--- config.mk ---
export PLATFORM = sky130hd
export DESIGN_NAME = wavetable_reader_flat
export DESIGN_NICKNAME = d
export VERILOG_FILES = /design/src/rtl/wavetable_reader.sv /design/src/rtl/wavetable_reader_if.sv /design/src/flat_wrapper.sv
export SDC_FILE = /design/constraint.sdc
export NUM_CORES = 1
export LEC_CHECK = 0
export ABC_AREA = 1
export CORE_MARGIN = 5
export CORE_UTILIZATION = 35
export DETAILED_ROUTE_END_ITERATION = 8
export HOLD_SLACK_MARGIN = 0.03
export PLACE_DENSITY = 0.51
export SETUP_SLACK_MARGIN = 0.2
export SLEW_MARGIN = 10
export SYNTH_ARGS = -nofsm -noshare
export SYNTH_HDL_FRONTEND = slang
export SYNTH_SLANG_ARGS = --single-unit
--- constraint.sdc ---
create_clock -name clk -period 25.3 [get_ports clk]
set_input_delay 5.06 -clock clk [delete_from_list [all_inputs] [get_ports clk]]
set_output_delay 5.06 -clock clk [all_outputs]
set_load 0.02 [all_outputs]
--- src/rtl/wavetable_reader.sv ---
// Wavetable reader: on each accepted tick, reads two adjacent table entries
// at the current phase index and linearly interpolates between them using
// the fractional phase bits. The phase accumulator then advances by the
// increment latched with the tick.

package mypackage;
   localparam int PHASE_ACCUMULATOR_FRACTIONAL_BITS = 16;
endpackage

module wavetable_reader #(
   parameter int INPUT_BITS      = 16,
   parameter int TABLE_ADDR_BITS = 8,
   parameter int FRAC_BITS       = mypackage::PHASE_ACCUMULATOR_FRACTIONAL_BITS
) (
   input logic               clk,
   input logic               reset,
   wavetable_reader_if.slave bus
);
   localparam int P         = TABLE_ADDR_BITS + FRAC_BITS;
   // signed difference (INPUT_BITS+1) times unsigned frac (as FRAC_BITS+1 signed)
   localparam int PROD_BITS = INPUT_BITS + FRAC_BITS + 2;

   typedef enum logic [2:0] {
      ST_IDLE,
      ST_RD0,
      ST_RD1,
      ST_WAIT,
      ST_OUT
   } state_t;

   state_t                     state_reg;
   logic [P-1:0]               phase_reg;
   logic [P-1:0]               inc_reg;
   logic [TABLE_ADDR_BITS-1:0] idx_reg;
   logic [FRAC_BITS-1:0]       frac_reg;
   logic [INPUT_BITS-1:0]      s0_reg;
   logic [INPUT_BITS-1:0]      s1_reg;
   logic [INPUT_BITS-1:0]      sample_reg;
   logic                       valid_reg;
   logic                       rd_en_reg;
   logic [TABLE_ADDR_BITS-1:0] rd_addr_reg;
   logic                       busy_reg;
   logic                       overrun_reg;

   logic [INPUT_BITS-1:0]      s1_live;
   logic signed [INPUT_BITS:0] diff;
   logic [INPUT_BITS-1:0]      interp_next;

   // Interpolation from s0 and the second sample as it arrives in WAIT, so the
   // result can be registered straight into OUT. The product is shifted
   // arithmetically (floor) and the sum wraps to INPUT_BITS.
   always_comb begin
      s1_live     = (state_reg == ST_WAIT) ? bus.rd_data : s1_reg;
      diff        = $signed({1'b0, s1_live}) - $signed({1'b0, s0_reg});
      interp_next = s0_reg + INPUT_BITS'((PROD_BITS'(diff)
                      * PROD_BITS'($signed({1'b0, frac_reg}))) >>> FRAC_BITS);
   end

   // Sequencer: two RAM reads, capture both samples, present the result for
   // one cycle, then advance the phase accumulator.
   always_ff @(posedge clk) begin
      if (reset) begin
         state_reg   <= ST_IDLE;
         phase_reg   <= '0;
         inc_reg     <= '0;
         idx_reg     <= '0;
         frac_reg    <= '0;
         s0_reg      <= '0;
         s1_reg      <= '0;
         sample_reg  <= '0;
         valid_reg   <= 1'b0;
         rd_en_reg   <= 1'b0;
         rd_addr_reg <= '0;
         busy_reg    <= 1'b0;
         overrun_reg <= 1'b0;
      end else begin
         valid_reg <= 1'b0;

         // a tick outside IDLE is dropped but remembered until reset
         if (bus.tick && (state_reg != ST_IDLE)) begin
            overrun_reg <= 1'b1;
         end

         case (state_reg)
            ST_IDLE: begin
               if (bus.tick) begin
                  idx_reg     <= phase_reg[P-1:FRAC_BITS];
                  frac_reg    <= phase_reg[FRAC_BITS-1:0];
                  inc_reg     <= bus.increment;
                  rd_en_reg   <= 1'b1;
                  rd_addr_reg <= phase_reg[P-1:FRAC_BITS];
                  busy_reg    <= 1'b1;
                  state_reg   <= ST_RD0;
               end
            end
            ST_RD0: begin
               // next table entry, wrapping at the end of the table
               rd_addr_reg <= idx_reg + TABLE_ADDR_BITS'(1);
               state_reg   <= ST_RD1;
            end
            ST_RD1: begin
               s0_reg    <= bus.rd_data;
               rd_en_reg <= 1'b0;
               state_reg <= ST_WAIT;
            end
            ST_WAIT: begin
               s1_reg     <= bus.rd_data;
               sample_reg <= interp_next;
               valid_reg  <= 1'b1;
               state_reg  <= ST_OUT;
            end
            ST_OUT: begin
               phase_reg <= phase_reg + inc_reg;
               busy_reg  <= 1'b0;
               state_reg <= ST_IDLE;
            end
            default: begin
               rd_en_reg <= 1'b0;
               busy_reg  <= 1'b0;
               state_reg <= ST_IDLE;
            end
         endcase
      end
   end

   assign bus.rd_en        = rd_en_reg;
   assign bus.rd_addr      = rd_addr_reg;
   assign bus.sample_out   = sample_reg;
   assign bus.sample_valid = valid_reg;
   assign bus.busy         = busy_reg;
   assign bus.overrun      = overrun_reg;

endmodule

--- src/rtl/wavetable_reader_if.sv ---
// Bus bundle for the wavetable reader: sample-rate strobe and phase step in,
// wavetable RAM read port, interpolated sample and status flags out.
// The slave side is the reader itself; the master side drives ticks and
// owns the RAM.
interface wavetable_reader_if #(
   parameter int INPUT_BITS      = 16,
   parameter int TABLE_ADDR_BITS = 8,
   parameter int FRAC_BITS       = 16
);
   localparam int P = TABLE_ADDR_BITS + FRAC_BITS;

   logic                       tick;
   logic [P-1:0]               increment;
   logic                       rd_en;
   logic [TABLE_ADDR_BITS-1:0] rd_addr;
   logic [INPUT_BITS-1:0]      rd_data;
   logic [INPUT_BITS-1:0]      sample_out;
   logic                       sample_valid;
   logic                       busy;
   logic                       overrun;

   modport master (
      output tick,
      output increment,
      output rd_data,
      input  rd_en,
      input  rd_addr,
      input  sample_out,
      input  sample_valid,
      input  busy,
      input  overrun
   );

   modport slave (
      input  tick,
      input  increment,
      input  rd_data,
      output rd_en,
      output rd_addr,
      output sample_out,
      output sample_valid,
      output busy,
      output overrun
   );
endinterface

--- src/flat_wrapper.sv ---
// flat-port wrapper written by rule: the top's interface ports become plain ports
module wavetable_reader_flat 
#(
   parameter int INPUT_BITS      = 16,
   parameter int TABLE_ADDR_BITS = 8,
   parameter int FRAC_BITS       = mypackage::PHASE_ACCUMULATOR_FRACTIONAL_BITS
)
  (clk, reset, bus_tick, bus_increment, bus_rd_data, bus_rd_en, bus_rd_addr, bus_sample_out, bus_sample_valid, bus_busy, bus_overrun);
  wavetable_reader_if #(.INPUT_BITS(INPUT_BITS), .TABLE_ADDR_BITS(TABLE_ADDR_BITS), .FRAC_BITS(FRAC_BITS)) bus_i ();
  input logic clk;
  input logic reset;
  input wire logic [$bits(bus_i.tick)-1:0] bus_tick;
  input wire logic [$bits(bus_i.increment)-1:0] bus_increment;
  input wire logic [$bits(bus_i.rd_data)-1:0] bus_rd_data;
  output wire logic [$bits(bus_i.rd_en)-1:0] bus_rd_en;
  output wire logic [$bits(bus_i.rd_addr)-1:0] bus_rd_addr;
  output wire logic [$bits(bus_i.sample_out)-1:0] bus_sample_out;
  output wire logic [$bits(bus_i.sample_valid)-1:0] bus_sample_valid;
  output wire logic [$bits(bus_i.busy)-1:0] bus_busy;
  output wire logic [$bits(bus_i.overrun)-1:0] bus_overrun;
  assign bus_i.tick = bus_tick;
  assign bus_i.increment = bus_increment;
  assign bus_i.rd_data = bus_rd_data;
  assign bus_rd_en = bus_i.rd_en;
  assign bus_rd_addr = bus_i.rd_addr;
  assign bus_sample_out = bus_i.sample_out;
  assign bus_sample_valid = bus_i.sample_valid;
  assign bus_busy = bus_i.busy;
  assign bus_overrun = bus_i.overrun;
  wavetable_reader #(.INPUT_BITS(INPUT_BITS), .TABLE_ADDR_BITS(TABLE_ADDR_BITS), .FRAC_BITS(FRAC_BITS)) u_core (.clk(clk), .reset(reset), .bus(bus_i));
endmodule
==> run summary <==
## Outcome
• **result of the run** finished, final reports clean

## Routing
• **Post-Route WL** 54200 um
• **via count** 15300
• **met1 WL** 24300 um
• **amount of wire on met3 after detailed routing** 2890 um
• **Avg WL per Cell** 17.4 um
• **DR top layer** met4
• **first-iteration detailed-routing DRC count** 968
• **Remaining DRCs** 0
• **DR vias/cell** 4.89
• **detailed-routed wire length on met2** 25900 um
• **first-pass iteration count of the detailed router** 6
• **number of nets still failing antenna checks after routing** 0

## Clock tree
• **later-pin clock latency in the skew report** 0.44 ns
• **number of hold-repair buffers added at the cts stage** 0
• **clock slew at reported path FFs** 0.06 ns
• **Sink Count** 135
• **CTS resizes** 0
• **cell at the root of the clock tree** clkbuf_16
• **number of buffers created by CTS** 17
• **total setup buffers inserted after CTS** 0
• **maximum buffer depth of the clock tree** 2
• **H-tree levels** 4
• **CTS tree** built

## Layout
• **number of nets in the layout** 2880
• **antenna cell count** 0
• **Layout fillers** 5419
• **fraction of final layout cells sized beyond drive strength 1** 0.0413
• **synth-to-layout area growth** 11.1%

## STA
• **final worst clock skew** 0.0116 ns
• **Relative slew margins** 0.245
• **slew at the pin with the worst max-slew slack** 1.13 ns
• **total of endpoints with negative setup slack in the final report** 0
• **RSZ-0062 raised after global routing** false
• **share of the clock period used by the worst path** 0.567
• **endpoints failing hold** 0
• **number of slew-limit violations in the final report** 0
• **final critical path time including I/O delays and setup** 14.35 ns
• **max frequency** 69.7 MHz
• **final sum of negative setup slack** 0 ns

## Placement
• **Port-buffer cells** 70
• **gpl congestion** 0.892
• **HPWL after DPL** 44100 um

## Floorplanning
• **floorplan die height** 237 um
• **row cnt** 83
• **Die Wd** 237 um
• **Initial Util** 0.352
• **Top Ports** 71
• **area of the core** 0.0511 mm2
• **die footprint** 0.0561 mm2

## Worst setup path
• **worst endpoint data arrival time** 14.68 ns
• **kind of cell adding the most delay to the critical path** adder cells
• **Startpoint Class** input port
• **Crit. End Element** flip-flop
• **crit-path max FO** 9
• **classification of the worst setup path** in2reg
• **slowest CP cell** xor2_1
• **Critical Path RT** 25.63 ns
• **critical path buffer and inverter count** 11
• **largest incremental delay on the critical path** 0.63 ns
• **dominant cell type by count on the critical path** inv_1

## Logic synthesis
• **post-synthesis async set-or-reset flop share** 0
• **cells after synthesis** 2393
• **part of the Yosys area used for sequential elements** 0.150
• **Syn. warnings** 0
• **Post-Syn Area per Cell** 7.52 um2
• **primary flip-flop cell chosen by synthesis mapping** dfxtp_1
• **post-synthesis cell type count** 58
• **synthesis-stage register bit count** 135
• **top area cells in the synthesized netlist** fa_1 (30%), dfxtp_1 (15%), inv_1 (12%)
• **proportion of netlist area held by the largest area contributor** 0.298
• **post-synth design cell area** 0.0180 mm2
• **number of flops mapped to enable cells by yosys** 0
• **net count of the mapped netlist** 2842
• **post-synth top area cell** fa_1

## Global routing
• **remaining global-route overflow** 0
• **wire length of the first global-routing pass** 86500 um
• **pin count of the biggest net entering global routing** 62
• **Tot GR Track Use** 0.195
• **initial antenna violation count** 0
• **via count of the first global-routing pass** 15900

## Worst hold path
• **Worst Hold Class** reg2reg

## Job
• **max-cap violations** 0

synth_stat cells (3+ instances only):
cell      count
a21o_1       21
nand3_1      83
nor2_2        3
nor2_1      297
clkbuf_1     53
nand4_1      12
o21ai_0     120
a21oi_2       4
or2_2        11
or2_1         7
nor3_1        9
nand2_1     383
inv_2         7
buf_2         7
o21ai_1      17
ha_1        138
a31oi_1       9
xnor2_1      13
nand2_2      11
a21oi_1     126
nor4_1        3
inv_1       553
a211oi_1      3
fa_1        268
clkinv_1      6
a21boi_0      3
o221ai_1      3
o211ai_1     10
o21bai_1     10
dfxtp_1     135
xor2_1       35
path summary, 6_finish.rpt:
path | start | slack [ns] | depth (start not counted) | end
min | u_core.state_reg[0]$_SDFFE_PP0P_ | 0.46 | 1 | u_core.state_reg[0]$_SDFFE_PP0P_
max reg2reg | u_core.state_reg[0]$_SDFFE_PP0P_ | 14.61 | 50 | u_core.bus.sample_out[15]$_SDFFE_PP0P_
min reg2reg | u_core.state_reg[0]$_SDFFE_PP0P_ | 0.46 | 1 | u_core.state_reg[0]$_SDFFE_PP0P_
max | bus_rd_data[0] | 10.95 | 45 | u_core.bus.sample_out[11]$_SDFFE_PP0P_
cell usage in the layout (no fill, tap or decap), types with 3 or more instances in the layout:
cell,n
buf_4,13
xor2_1,35
a211oi_1,3
inv_1,551
nor2_2,3
inv_6,6
o21bai_1,10
nand4_1,12
or2_1,7
or2_2,11
nand3_1,83
ha_1,138
nand2_2,11
clkbuf_16,17
dfxtp_1,135
a21oi_2,4
o211ai_1,10
nor4_1,3
nor2_1,297
a21o_1,21
a21oi_1,126
clkinv_1,6
o21ai_1,17
a21boi_0,3
nand2_1,383
inv_2,9
clkdlybuf4s50_1,69
a31oi_1,9
fa_1,268
xnor2_1,13
o21ai_0,120
nor3_1,9
o221ai_1,3
metrics by stage:
stage | setup WS (ns) | instances | instance area (um2) | utilization | hold WS (ns)
global placement | 10.59 | 3092 | 19400 | 0.379 | 0.444
detailed placement | 10.55 | 3092 | 19400 | 0.379 | 0.441
global route | 10.30 | 3124 | 20000 | 0.391 | 0.477
floorplan | 12.53 | 2393 | 18000 | - | 0.425
CTS | 10.99 | 3124 | 20000 | 0.391 | 0.451
finish | 10.95 | 3124 | 20000 | 0.391 | 0.462
final cells by class:
type	count	area (um2)	area share
repair buffers	83	793	0.0397
clock buffers	19	453	0.0227
multi-input cells	1627	12900	0.645
well taps	680	851	0.0426
flip-flops and latches	135	2700	0.135
clock inverters	13	159	0.00795
inverters	567	2130	0.107
layer usage:
| metal | vias to the layer above | global-route usage |
|---|---|---|
| met5 | - | 0 |
| met4 | 0 | 0.0479 |
| met3 | 60 | 0.0298 |
| met2 | 383 | 0.334 |
| met1 | 7514 | 0.261 |
| li1 | 7325 | - |
kinds of logic (layout without fill, tap and decap cells):
| group | after synthesis | after routing | synth area share |
|---|---|---|---|
| AO/OA/AOI/OAI | 336 | 336 | 0.105 |
| XOR/XNOR | 51 | 51 | 0.0261 |
| adder cells (fa/ha/maj) | 406 | 406 | 0.394 |
| buffers and inverters | 631 | 682 | 0.133 |
| flip-flops | 135 | 135 | 0.150 |
| multiplexers | 1 | 1 | 0.000556 |
| AND/OR/NAND/NOR | 833 | 833 | 0.191 |
Power is left out: the tool's default activity adds up to more than one toggle a clock period on the data nets, which glitch-free logic cannot reach.
==> RTL change 1: new RTL, config.mk and constraints unchanged <==
The package constant `PHASE_ACCUMULATOR_FRACTIONAL_BITS` goes from 16 to 20.
--- a/src/rtl/wavetable_reader.sv
+++ b/src/rtl/wavetable_reader.sv
@@ -4,7 +4,7 @@
 // increment latched with the tick.
 
 package mypackage;
-   localparam int PHASE_ACCUMULATOR_FRACTIONAL_BITS = 16;
+   localparam int PHASE_ACCUMULATOR_FRACTIONAL_BITS = 20;
 endpackage
 
 module wavetable_reader #(
Interface: changed (resized bus_increment); port bits go from 71 to 75. No check against the original RTL was run, so the function may have changed too.
==> RTL change 1 against the original RTL <==
  * Cell area grew 9.6%
  * Die area is 10% higher
  * Count of clock-buffer cells in the layout stayed put
  * Area after synthesis is 11% higher
  * Cell count rose by 13%
  * Worst setup slack got worse by 370 ps
  * Non-clock buffer count decreased by 4
  * Sequential cell count up 12
  * Hold slack better by 2.8 ps
  * Utilization down 0.26 points
  * Routed wire length rose by 12%
Power is not shown: default switching activity piles up to over one toggle a cycle in this logic, so the estimate is an artifact.
==> RTL change 1: results (changes against the original RTL) <==
| Metric | Value |
|---|---|
| Status | complete, no violations (unchanged) |
| Synth cell count leaders | inv_1 (614), nand2_1 (559), nor2_1 (288) (was inv_1 (553), nand2_1 (383), nor2_1 (297)) |
| Sequential cell area share | 13.4% (was 13.5%) |
| Hpwl dp | 49.4 mm (was 44.1 mm) |
| Clock skew | 20.9 ps (was 11.6 ps) |
| Via/cell ratio | 4.85 (was 4.89) |
| DR WL met2 | 28.9 mm (was 25.9 mm) |
| Post-Synthesis Cell Area | 19900 sq um (was 18000 sq um) |
| Clock sink count | 147 (was 135) |
| Cells on worst reg2reg path | 41 (was 50) |
| M1 GR Usage | 26.5% (was 26.1%) |
| PortBufs | 74 (was 70) |
| Drt pass-1 iters | 5 (was 6) |
| Drt wl/cell | 17.2 microns (was 17.4 microns) |
| FILL cells | 6067 (was 5419) |
| Non-clk buf share | 3.54% (was 3.97%) |
| Critical path arrival | 15060 ps (was 14680 ps) |
| Largest net degree at the start of global routing | 82 (was 62) |
| Worst-Margin Slew | 1070 ps (was 1130 ps) |
| Wire length on met3 | 2.87 mm (was 2.89 mm) |
| Synth cell types | 52 (was 58) |
| Top post-synthesis cells by area | fa_1 (27%), dfxtp_1 (15%), inv_1 (12%), ha_1 (11%), nand2_1 (11%) (was fa_1 (30%), dfxtp_1 (15%), inv_1 (12%), ha_1 (9.6%), nand2_1 (8.0%)) |
| Placement Setup Slack | 10180 ps (was 10550 ps) |
| Mapped Nets | 3236 (was 2842) |
| GR Layer Usage met2 | 33.5% (was 33.4%) |
| WL met1 | 27.4 mm (was 24.3 mm) |
| Clock buf/inv share | 2.79% (was 3.06%) |
| Multi-input gates | 1877 (was 1627) |
| Synth Instances | 2736 (was 2393) |
| Via count | 17.1k (was 15.3k) |
| Register area share after synthesis | 14.8% (was 15.0%) |
| GR Util All Layers | 19.7% (was 19.5%) |
| Placed cells | 3488 (was 3092) |
| Slowest stage delay, CP | 760 ps (was 630 ps) |
| Area of the multi-input gates | 14300 sq um (was 12900 sq um) |
| Non-Clock Buffer Count | 79 (was 83) |
[RTL change 1: kinds of logic (layout without fill, tap and decap cells)]
logic type / Yosys count / in the layout / synth area share (%)
mux: 1 / 1 / 0.0502
simple gates: 1021 / 1021 / 21.0
buf+inv: 712 / 740 / 13.7
xor+xnor: 40 / 40 / 1.76
compound gates: 362 / 362 / 10.2
fa+ha+maj: 453 / 453 / 38.6
flops: 147 / 147 / 14.8
[RTL change 1: worst max-delay path: cells and delay by family]
kind	cells	cell delay [ps]
muxes	1	290
adders and majority gates	10	4530
xor gates and xnor gates	2	530
buffers and inverters	7	1340
AOI/OAI and AO/OA	5	1450
and+or+nand+nor	13	1830
[RTL change 1: final timing paths]
kind	start	end	slack [ps]
hold reg to reg	u_core.state_reg[0]	u_core.state_reg[0]	470
setup / recovery	bus_rd_data[0]	u_core.bus.sample_out[12]	10570
setup reg to reg	u_core.state_reg[0]	u_core.bus.sample_out[12]	13710
hold / removal	u_core.state_reg[0]	u_core.state_reg[0]	470
==> RTL change 2: new RTL, config.mk and constraints unchanged <==
Made on the original files. The 5 states of `state_t` get a one-hot encoding in 5 bits.
--- a/src/rtl/wavetable_reader.sv
+++ b/src/rtl/wavetable_reader.sv
@@ -20,12 +20,12 @@
    // signed difference (INPUT_BITS+1) times unsigned frac (as FRAC_BITS+1 signed)
    localparam int PROD_BITS = INPUT_BITS + FRAC_BITS + 2;
 
-   typedef enum logic [2:0] {
-      ST_IDLE,
-      ST_RD0,
-      ST_RD1,
-      ST_WAIT,
-      ST_OUT
+   typedef enum logic [4:0] {
+      ST_IDLE = 5'b00001,
+      ST_RD0  = 5'b00010,
+      ST_RD1  = 5'b00100,
+      ST_WAIT = 5'b01000,
+      ST_OUT  = 5'b10000
    } state_t;
 
    state_t                     state_reg;
Check against the original RTL: no difference found for any inputs over 4 cycles, from zero or initial values and one cycle with reset high; so few cycles prove little.
==> RTL change 2 against the original RTL <==
  * Global-route usage hardly changed
  * Via count increased by 1.5%
  * Worst setup slack worse by 240 ps
  * Area after synthesis up 0.66%
  * Sequential cell count rose by 2
  * Utilization hardly changed
  * Cell area increased by 0.50%
  * Routed wire length is 0.18% lower
Power is left out: it rests on default switching activity, and per cell area and clock period it moved more than threefold.
==> RTL change 2: results (changes against the original RTL) <==
| Metric | Value |
|---|---|
| Crit path launch | bus_rd_data[1] (was bus_rd_data[0]) |
| First-pass GRT wire length | 87.6 mm (was 86.5 mm) |
| Top post-synthesis cells by area | fa_1 (30%), dfxtp_1 (15%), inv_1 (12%), ha_1 (9.5%), nand2_1 (9.0%) (was fa_1 (30%), dfxtp_1 (15%), inv_1 (12%), ha_1 (9.6%), nand2_1 (8.0%)) |
| Hold_sp | u_core.idx_reg[6] (was u_core.state_reg[0]) |
| Clock skew | 9.97 ps (was 11.6 ps) |
| Largest net degree at the start of global routing | 68 (was 62) |
| Post-Layout Cell Count | 3157 (was 3124) |
| Slowest stage delay, CP | 680 ps (was 630 ps) |
| Register area share after synthesis | 15.1% (was 15.0%) |
| Crit path max fanout | 10 (was 9) |
| Status | complete, no violations (unchanged) |
| Mapped Nets | 2874 (was 2842) |
| GPL Wtd Cong | 0.892 (about the same) |
| Synth Instances | 2425 (was 2393) |
| Via/cell ratio | 4.91 (was 4.89) |
| Drt wl/cell | 17.1 microns (was 17.4 microns) |
| Reg2Reg Launch Point | u_core.state_reg[1] (was u_core.state_reg[0]) |
| Placed cells | 3125 (was 3092) |
| Crit-path slowest cell | nor3b_1 (was xor2_1) |
| Worst-Margin Slew | 922 ps (was 1130 ps) |
| Hpwl dp | 44.1 mm (about the same) |
| Clock Tree Buf Depth | 2 (unchanged) |
| Initial antenna violation count | 0 (unchanged) |
| Synth cell count leaders | inv_1 (566), nand2_1 (436), nor2_1 (279) (was inv_1 (553), nand2_1 (383), nor2_1 (297)) |
| # H-tree levels | 4 (unchanged) |
| Layout cells sized above 1 | 3.59% (was 4.13%) |
| GR Util All Layers | 19.6% (was 19.5%) |
| Drt pass-1 iters | 5 (was 6) |
| Vias in the first global route | 16.2k (was 15.9k) |
| Synth cell types | 55 (was 58) |
==> RTL change 2: per-layer routing <==
layer | up-vias | track usage [%] | wire (microns)
met2 | 463 | 32.1 | 24600
met1 | 7529 | 26.8 | 24800
met4 | 0 | 5.79 | 1470
li1 | 7432 | - | -
met5 | - | 0 | 0
met3 | 80 | 3.19 | 3240
==> RTL change 2: layout make-up <==
class / instances / area share, %
multi-input cells: 1646 / 64.4
flip-flops and latches: 137 / 13.7
inverters: 582 / 10.9
well taps: 680 / 4.23
repair buffers: 80 / 3.84
clock buffers: 19 / 2.20
clock inverters: 13 / 0.797
==> RTL change 2: stage by stage <==
step           instance area, sq um  util, %  setup WS, ps  hold slack, ps
5_1_grt                       20100     39.2         10020             475
3_5_place_dp                  19500     38.0         10370             455
3_3_place_gp                  19500     38.0         10170             451
4_1_cts                       20100     39.2         10830             468
6_report                      20100     39.2         10710             471
2_1_floorplan                 18100        -         12450             440
==> RTL change 2: worst max-delay path, delay by kind of cell <==
| family | cells | cell delay (ps) |
|---|---|---|
| simple gates | 25 | 3900 |
| compound gates | 3 | 690 |
| fa+ha+maj | 9 | 3910 |
| buf+inv | 9 | 1360 |
==> RTL change 2: cell families after synthesis <==
kind of cell | share of synthesized area (%)
flops | 15.1
xor+xnor | 2.22
mux | 0.0553
compound gates | 11.0
simple gates | 19.0
buf+inv | 13.4
fa+ha+maj | 39.1
==> RTL change 2: final timing paths <==
| path | end | slack, ps | depth (start not counted) |
|---|---|---|---|
| worst min register to register | u_core.idx_reg[6] | 470 | 2 |
| worst max register to register | u_core.bus.sample_out[15] | 14410 | 50 |
| worst min-delay path | u_core.idx_reg[6] | 470 | 2 |
| worst max-delay path | u_core.bus.sample_out[15] | 10710 | 46 |
